File: src/rtl/lcd_pkg.sv
// rtl/lcd_pkg.sv - shared characters, FSM states and write-index helpers for the LCD write sequencer
package lcd_pkg;

    localparam logic [7:0] CHAR_CERO   = 8'h30;
    localparam logic [7:0] CHAR_BLANCO = 8'h20;
    localparam logic [7:0] CHAR_PUNTO  = 8'h2E;

    localparam int IDX_W = 3;
    typedef logic [IDX_W-1:0] idx_t;
    localparam idx_t IDX_ULTIMO = 3'd6;

    typedef enum logic [1:0] {IDLE, CARGA, EMITE, ESPERA} estado_e;
    typedef enum logic [1:0] {F_LIBRE, F_SETUP, F_PULSO, F_ESPERA} fase_e;

    typedef struct packed {
        logic [7:0] miles;
        logic [7:0] centenas;
        logic [7:0] decenas;
        logic [7:0] unidades;
        logic [7:0] decimal;
    } digitos_t;

    // Character carried by writes 1..6; write 0 is the address command and is handled by the caller.
    function automatic logic [7:0] caracter(input digitos_t s, input idx_t i);
        case (i)
            3'd1:    return s.miles;
            3'd2:    return s.centenas;
            3'd3:    return s.decenas;
            3'd4:    return s.unidades;
            3'd5:    return CHAR_PUNTO;
            default: return s.decimal;
        endcase
    endfunction

endpackage

File: src/rtl/lcd_pulso_escritura.sv
// rtl/lcd_pulso_escritura.sv - one LCD bus write: SETUP, EN_PULSE cycles of E high, WAIT_CYC cycles of hold
module lcd_pulso_escritura
    import lcd_pkg::*;
#(
    parameter int EN_PULSE = 12,
    parameter int WAIT_CYC = 2000
) (
    input  logic       clk,
    input  logic       reset,
    input  logic       inicio,
    input  logic [7:0] data,
    input  logic       rs,
    output logic       lcd_e,
    output logic [7:0] lcd_data,
    output logic       lcd_rs,
    output logic       hecho
);

    localparam int MAX_CYC = (EN_PULSE > WAIT_CYC) ? EN_PULSE : WAIT_CYC;
    localparam int CNT_W   = (MAX_CYC > 1) ? $clog2(MAX_CYC) : 1;
    localparam logic [CNT_W-1:0] PULSO_FIN  = CNT_W'(EN_PULSE - 1);
    localparam logic [CNT_W-1:0] ESPERA_FIN = CNT_W'(WAIT_CYC - 1);

    fase_e            fase_q, fase_d;
    logic [CNT_W-1:0] cnt_q, cnt_d;
    logic             e_q, e_d;
    logic [7:0]       data_q, data_d;
    logic             rs_q, rs_d;
    logic             hecho_q, hecho_d;

    always_comb begin
        fase_d = fase_q;
        cnt_d  = cnt_q;
        e_d    = e_q;
        data_d = data_q;
        rs_d   = rs_q;
        case (fase_q)
            F_SETUP: begin
                fase_d = F_PULSO;
                cnt_d  = '0;
                e_d    = 1'b1;
            end
            F_PULSO: begin
                if (cnt_q == PULSO_FIN) begin
                    fase_d = F_ESPERA;
                    cnt_d  = '0;
                    e_d    = 1'b0;
                end else begin
                    cnt_d = cnt_q + CNT_W'(1);
                end
            end
            F_ESPERA: begin
                if (cnt_q == ESPERA_FIN) begin
                    fase_d = F_LIBRE;
                    cnt_d  = '0;
                end else begin
                    cnt_d = cnt_q + CNT_W'(1);
                end
            end
            default: ;
        endcase
        // A new write may be chained in the last WAIT cycle, so SETUP follows with no gap.
        if (inicio) begin
            fase_d = F_SETUP;
            cnt_d  = '0;
            e_d    = 1'b0;
            data_d = data;
            rs_d   = rs;
        end
        hecho_d = (fase_d == F_ESPERA) && (cnt_d == ESPERA_FIN);
    end

    always_ff @(posedge clk) begin
        if (reset) begin
            fase_q  <= F_LIBRE;
            cnt_q   <= '0;
            e_q     <= 1'b0;
            data_q  <= 8'h00;
            rs_q    <= 1'b0;
            hecho_q <= 1'b0;
        end else begin
            fase_q  <= fase_d;
            cnt_q   <= cnt_d;
            e_q     <= e_d;
            data_q  <= data_d;
            rs_q    <= rs_d;
            hecho_q <= hecho_d;
        end
    end

    assign lcd_e    = e_q;
    assign lcd_data = data_q;
    assign lcd_rs   = rs_q;
    assign hecho    = hecho_q;

endmodule

File: src/rtl/lcd_velocidad_ctrl.sv
// rtl/lcd_velocidad_ctrl.sv - velocimeter LCD frame sequencer; LEADING_BLANK_EN enables leading-zero blanking
module lcd_velocidad_ctrl
    import lcd_pkg::*;
#(
    parameter int         EN_PULSE    = 12,
    parameter int         WAIT_CYC    = 2000,
    parameter int         REFRESH_CYC = 5_000_000,
    parameter logic [7:0] LINE_ADDR   = 8'h80
) (
    input  logic       clk,
    input  logic       reset,
    input  logic       lcd_listo,
    input  logic       actualizar,
    input  logic [7:0] dataMiles,
    input  logic [7:0] dataCentenas,
    input  logic [7:0] dataDecenas,
    input  logic [7:0] dataUnidades,
    input  logic [7:0] dataDecimal,
    output logic [7:0] lcd_data,
    output logic       lcd_rs,
    output logic       lcd_rw,
    output logic       lcd_e,
    output logic       ocupado
);

    localparam int TMR_W = (REFRESH_CYC > 1) ? $clog2(REFRESH_CYC) : 1;
    localparam logic [TMR_W-1:0] TMR_FIN = TMR_W'(REFRESH_CYC - 1);

    estado_e          estado_q, estado_d;
    idx_t             idx_q, idx_d;
    logic             pend_q, pend_d;
    logic             ocup_q, ocup_d;
    logic [TMR_W-1:0] tmr_q, tmr_d;
    digitos_t         snap_q, snap_d;

    logic       expira, evento, inicio, hecho, wr_rs;
    logic [7:0] wr_data;

    assign expira = (tmr_q == TMR_FIN);
    assign evento = (actualizar | expira) & lcd_listo;

    always_comb begin
        estado_d = estado_q;
        idx_d    = idx_q;
        pend_d   = pend_q;
        ocup_d   = ocup_q;
        snap_d   = snap_q;
        tmr_d    = expira ? '0 : tmr_q + TMR_W'(1);
        inicio   = 1'b0;
        wr_data  = LINE_ADDR;
        wr_rs    = 1'b0;
        case (estado_q)
            IDLE: begin
                if (evento || (pend_q && lcd_listo)) begin
                    estado_d = CARGA;
                    ocup_d   = 1'b1;
                end
            end
            CARGA: begin
                snap_d = '{miles: dataMiles, centenas: dataCentenas, decenas: dataDecenas,
                           unidades: dataUnidades, decimal: dataDecimal};
`ifdef LEADING_BLANK_EN
                if (dataMiles == CHAR_CERO) begin
                    snap_d.miles = CHAR_BLANCO;
                    if (dataCentenas == CHAR_CERO) begin
                        snap_d.centenas = CHAR_BLANCO;
                        if (dataDecenas == CHAR_CERO) snap_d.decenas = CHAR_BLANCO;
                    end
                end
`endif
                pend_d   = 1'b0;
                idx_d    = '0;
                inicio   = 1'b1;
                estado_d = EMITE;
            end
            EMITE: estado_d = ESPERA;
            ESPERA: begin
                if (hecho) begin
                    if (idx_q == IDX_ULTIMO) begin
                        estado_d = IDLE;
                        ocup_d   = 1'b0;
                    end else begin
                        idx_d    = idx_q + idx_t'(1);
                        inicio   = 1'b1;
                        wr_data  = caracter(snap_q, idx_q + idx_t'(1));
                        wr_rs    = 1'b1;
                        estado_d = EMITE;
                    end
                end
            end
        endcase
        // Events during a frame (including its CARGA cycle) collapse into one follow-up frame.
        if (evento && ocup_q) pend_d = 1'b1;
    end

    always_ff @(posedge clk) begin
        if (reset) begin
            estado_q <= IDLE;
            idx_q    <= '0;
            pend_q   <= 1'b0;
            ocup_q   <= 1'b0;
            tmr_q    <= '0;
            snap_q   <= '0;
        end else begin
            estado_q <= estado_d;
            idx_q    <= idx_d;
            pend_q   <= pend_d;
            ocup_q   <= ocup_d;
            tmr_q    <= tmr_d;
            snap_q   <= snap_d;
        end
    end

    lcd_pulso_escritura #(
        .EN_PULSE (EN_PULSE),
        .WAIT_CYC (WAIT_CYC)
    ) u_pulso (
        .clk      (clk),
        .reset    (reset),
        .inicio   (inicio),
        .data     (wr_data),
        .rs       (wr_rs),
        .lcd_e    (lcd_e),
        .lcd_data (lcd_data),
        .lcd_rs   (lcd_rs),
        .hecho    (hecho)
    );

    assign lcd_rw  = 1'b0;
    assign ocupado = ocup_q;

endmodule

File: config.mk
export PLATFORM = sky130hd
export DESIGN_NAME = lcd_velocidad_ctrl
export DESIGN_NICKNAME = d
export VERILOG_FILES = /design/src/rtl/lcd_pkg.sv /design/src/rtl/lcd_pulso_escritura.sv /design/src/rtl/lcd_velocidad_ctrl.sv
export SDC_FILE = /design/constraint.sdc
export NUM_CORES = 1
export LEC_CHECK = 0
export CAP_MARGIN = 5
export CORE_ASPECT_RATIO = 0.7
export CORE_MARGIN = 4
export CORE_UTILIZATION = 40
export DETAILED_ROUTE_END_ITERATION = 8
export SETUP_SLACK_MARGIN = 0.4
export SLEW_MARGIN = 15
export SYNTH_ARGS = -nofsm -noshare
export SYNTH_HDL_FRONTEND = slang
export SYNTH_SLANG_ARGS = --single-unit
export TNS_END_PERCENT = 20
File: constraint.sdc
create_clock -name clk -period 2.4 [get_ports clk]
set_input_delay 0.6 -clock clk [delete_from_list [all_inputs] [get_ports clk]]
set_output_delay 0.6 -clock clk [all_outputs]
set_load 0.05 [all_outputs]
==> implementation parameters <==
Parameter                              Value

Outcome
  Run status ... completed

Critical path
  Critical path's slowest cell ... clkdlybuf4s50_1
  Setup crit end kind ... output pin
  Required time of the worst setup path ... 1.80 ns
  Crit-path leading delay family ... buffers and inverters
  Worst Setup Start Kind ... flop
  Crit-path max FO ... 2
  Setup crit start ... u_pulso.lcd_data[7]$_SDFFE_PP0P_
  Largest stage delay on the critical path ... 0.82 ns
  Critical Path, Cell by Cell ... clkdlybuf4s50_1
  Kind of critical path ... flop to output pin
  Crit path DAT ... 1.50 ns
  Worst path buffer plus inverter count ... 1
  Launch point of the worst reg-to-reg path ... u_pulso.cnt_q[0]$_SDFF_PP0_

Cells and area
  Synthesis-to-finish area growth ... 25.3%
  Nets@finish ... 587
  Most frequent standard cell in the layout excluding fill and tap cells ... nand2_1
  Antenna Diode Count ... 0
  Most frequent cells in the layout ... nand2_1 (100), dfxtp_1 (92), nor2_1 (52), clkdlybuf4s50_1 (51), a21oi_1 (49)
  FILL cells ... 940
  Fraction of layout instances using a drive strength above 1 ... 9.44%
  Utilization after layout ... 52.0%

Logic synthesis
  Mapped Nets ... 541
  Share of cell area taken by muxes after synthesis ... 0.276%
  Count of distinct cell types in the synthesized netlist ... 53
  Most used DFF post-synth ... dfxtp_1
  Post-synthesis share of cell area spent on xor and xnor gates ... 6.87%
  Post-synthesis instance area ... 4080 µm²
  Number of synthesized flops with an enable pin ... 0
  Compound-gate portion of the synthesized area ... 14.7%
  Mean post-synth cell area ... 8.34 µm²
  Number of synthesized register bits ... 94
  Fraction of registers with async set/reset ... 0%
  Synth Warn # ... 0
  Adder and majority gate portion of the synthesized area ... 2.45%
  Post-synthesis simple-gate area fraction ... 25.1%
  Register area share after synthesis ... 46.1%
  Dominant combinational cell family by area after synthesis ... simple AND/OR/NAND/NOR gates
  Number of instances in the synthesized netlist ... 489

Die
  Initial core utilization ... 41.5%
  Placeable core region ... 9830 µm²
  Site row count ... 30
  Boundary pin count ... 56
  Area of the die ... 11900 µm²
  Chip Width ... 129 µm
  Die H ... 92.5 µm

STA
  Final Hold Fails ... 0
  Final Max Tran Viols ... 0
  Max transition margin ... 66.1%
  Final period demand of the worst path ... 2.10 ns
  Setup violations, final ... 0
  Setup repair after global routing missed its margin ... true
  Maximum clock skew at final layout ... 0.00424 ns
  Final Cycle Share ... 87.7%
  Post-route setup TNS ... 0 ns
  Measured slew at the worst slew-check pin ... 0.507 ns
  Highest clock rate ... 0.475 GHz

CTS
  Register clock-pin slew on the reported worst setup and hold paths ... 0.06 ns
  Total clock buffers created by CTS ... 9
  Clock Tree Root ... clkbuf_16
  Clock Latency Late Sink ... 0.34 ns
  Clock sink total ... 94
  CTS HTree Levels ... 3
  Worst-case clock buffer depth ... 2
  Number of buffers inserted by hold repair at cts ... 0
  Count of buffers added by post-CTS timing repair for setup ... 0
  Clock tree from TritonCTS ... done

Pwr
  Sw frac ... 22.1%
  Peak supply drop ... 0.000375 V
  Total power draw ... 3.52 mW
  Portion of total power attributed to sequential cells ... 46.9%
  Portion of total power attributed to the clock network ... 45.1%
  Power density over cell area ... 688 nW/µm²
  Combinational fraction of design power ... 8.0%
  Psw ... 0.776 mW
  Leakage power total ... 1.81 nW
  Internal power contribution ... 2.74 mW

Detailed routing
  Post-detailed-route wirelength per cell ... 14.8 µm
  DRC violations left ... 0
  Routed via count divided by cell count ... 5.16
  Total via count after detailed routing ... 3446
  Detailed-routing iteration count for the pre-antenna-repair pass ... 6
  Number of nets with antenna violations after routing ... 0
  Initial detailed-routing violation count ... 273
  Aggregate routed wire length ... 9860 µm

Global route
  Pin count of the biggest net entering global routing ... 42
  Total global routing overflow ... 0
  Global-route total usage across every layer ... 17.0%
  Via count of the first global-routing pass ... 3299
  Global-route wire length before repair ... 16200 µm
  Initial antenna violation count ... 0

Job
  Maximum Capacitance Violations ... 0

Min path
  Worst min path class ... flop to flop
  Hold path startpoint ... snap_q[31]$_SDFFE_PP0P_

Place
  Placer Congestion ... 0.846
  Port-buffer cells ... 54
  Post-detailed-placement half-perimeter wirelength ... 6740 µm
[cells by family after synthesis]
logic type | Yosys count
XOR/XNOR | 32
adder cells (fa/ha/maj) | 8
AO/OA/AOI/OAI | 93
AND/OR/NAND/NOR | 224
buffers and inverters | 36
flip-flops | 94
multiplexers | 1
other | 1
[synthesized netlist by cell type (all sizes together), types with 6 or more instances]
library cell	count	area share (%)
nor3	9	1.1
ha	8	2.5
dfxtp	94	46
clkbuf	24	2.7
a221o	7	1.7
xor2	20	4.3
a211oi	6	1.1
xnor2	12	2.6
nand3	17	2.1
nor2	55	5.2
nand4	7	1.1
o21ai	7	0.95
a21oi	49	6.0
buf	7	1.2
nand2	100	9.2
a222oi	8	2.0
[metrics by stage]
stage | cell area [µm²] | cells | worst slack, ns | hold slack (ns)
2_1_floorplan | 4080 | 489 | 0.418 | 0.429
4_1_cts | 5080 | 668 | 0.244 | 0.457
3_5_place_dp | 4700 | 651 | 0.138 | 0.448
6_report | 5110 | 668 | 0.295 | 0.456
3_3_place_gp | 4700 | 651 | 0.231 | 0.441
5_1_grt | 5110 | 668 | 0.230 | 0.474
[power groups by stage]
stage	Sequential, mW	Combinational [mW]	Clock (mW)
final	1.65	0.282	1.59
after global routing	1.65	0.311	1.68
after CTS	1.65	0.284	1.62
after detailed placement	1.68	0.273	0
after global placement	1.68	0.270	0
after floorplan	1.69	0.148	0
[layer usage]
layer	wire, µm	global-route usage (%)	part of all wire, %	vias to the layer above
li1	-	-	-	1776
met1	5000	24.2	51	1566
met2	4110	24.5	42	93
met3	591	5.59	6.0	11
met4	148	4.46	1.5	0
met5	0	0	0	-
[path summary, 6_finish.rpt]
kind	end	cells after the start	slack, ns
setup / recovery	lcd_data[7]	1	0.30
hold / removal	snap_q[31]$_SDFFE_PP0P_	2	0.46
setup reg to reg	u_pulso.hecho$_SDFF_PP0_	5	0.31
hold reg to reg	snap_q[31]$_SDFFE_PP0P_	2	0.46
[layout make-up]
| cell class | count | area (µm²) | share of cell area [%] |
|---|---|---|---|
| timing repair buffer | 65 | 619 | 12.1 |
| clock inverter | 4 | 76.3 | 1.49 |
| tap | 128 | 160 | 3.13 |
| clock buffer | 12 | 267 | 5.22 |
| multi-input combinational | 360 | 2080 | 40.8 |
| sequential | 94 | 1880 | 36.9 |
| inverter | 5 | 18.8 | 0.367 |
[sequential cells by signal (all words and copies together) (netlist names)]
| signal | cells |
|---|---|
| snap_q | 40 |
| tmr_q | 23 |
| u_pulso.cnt_q | 11 |
| u_pulso.lcd_data | 8 |
| idx_q | 3 |
| estado_q | 2 |
| u_pulso.fase_q | 2 |
| ocupado | 1 |
| pend_q | 1 |
| u_pulso.hecho | 1 |
| u_pulso.lcd_e | 1 |
| u_pulso.lcd_rs | 1 |
[repair_timing]
item / 4_1_cts / 5_1_grt
pin swaps: 1 / 1
resized for setup: 8 / 9
setup endpoints to repair: 33 / 54
gates cloned: 1 / 0
No activity file was read; power rests on OpenSTA's default activity.
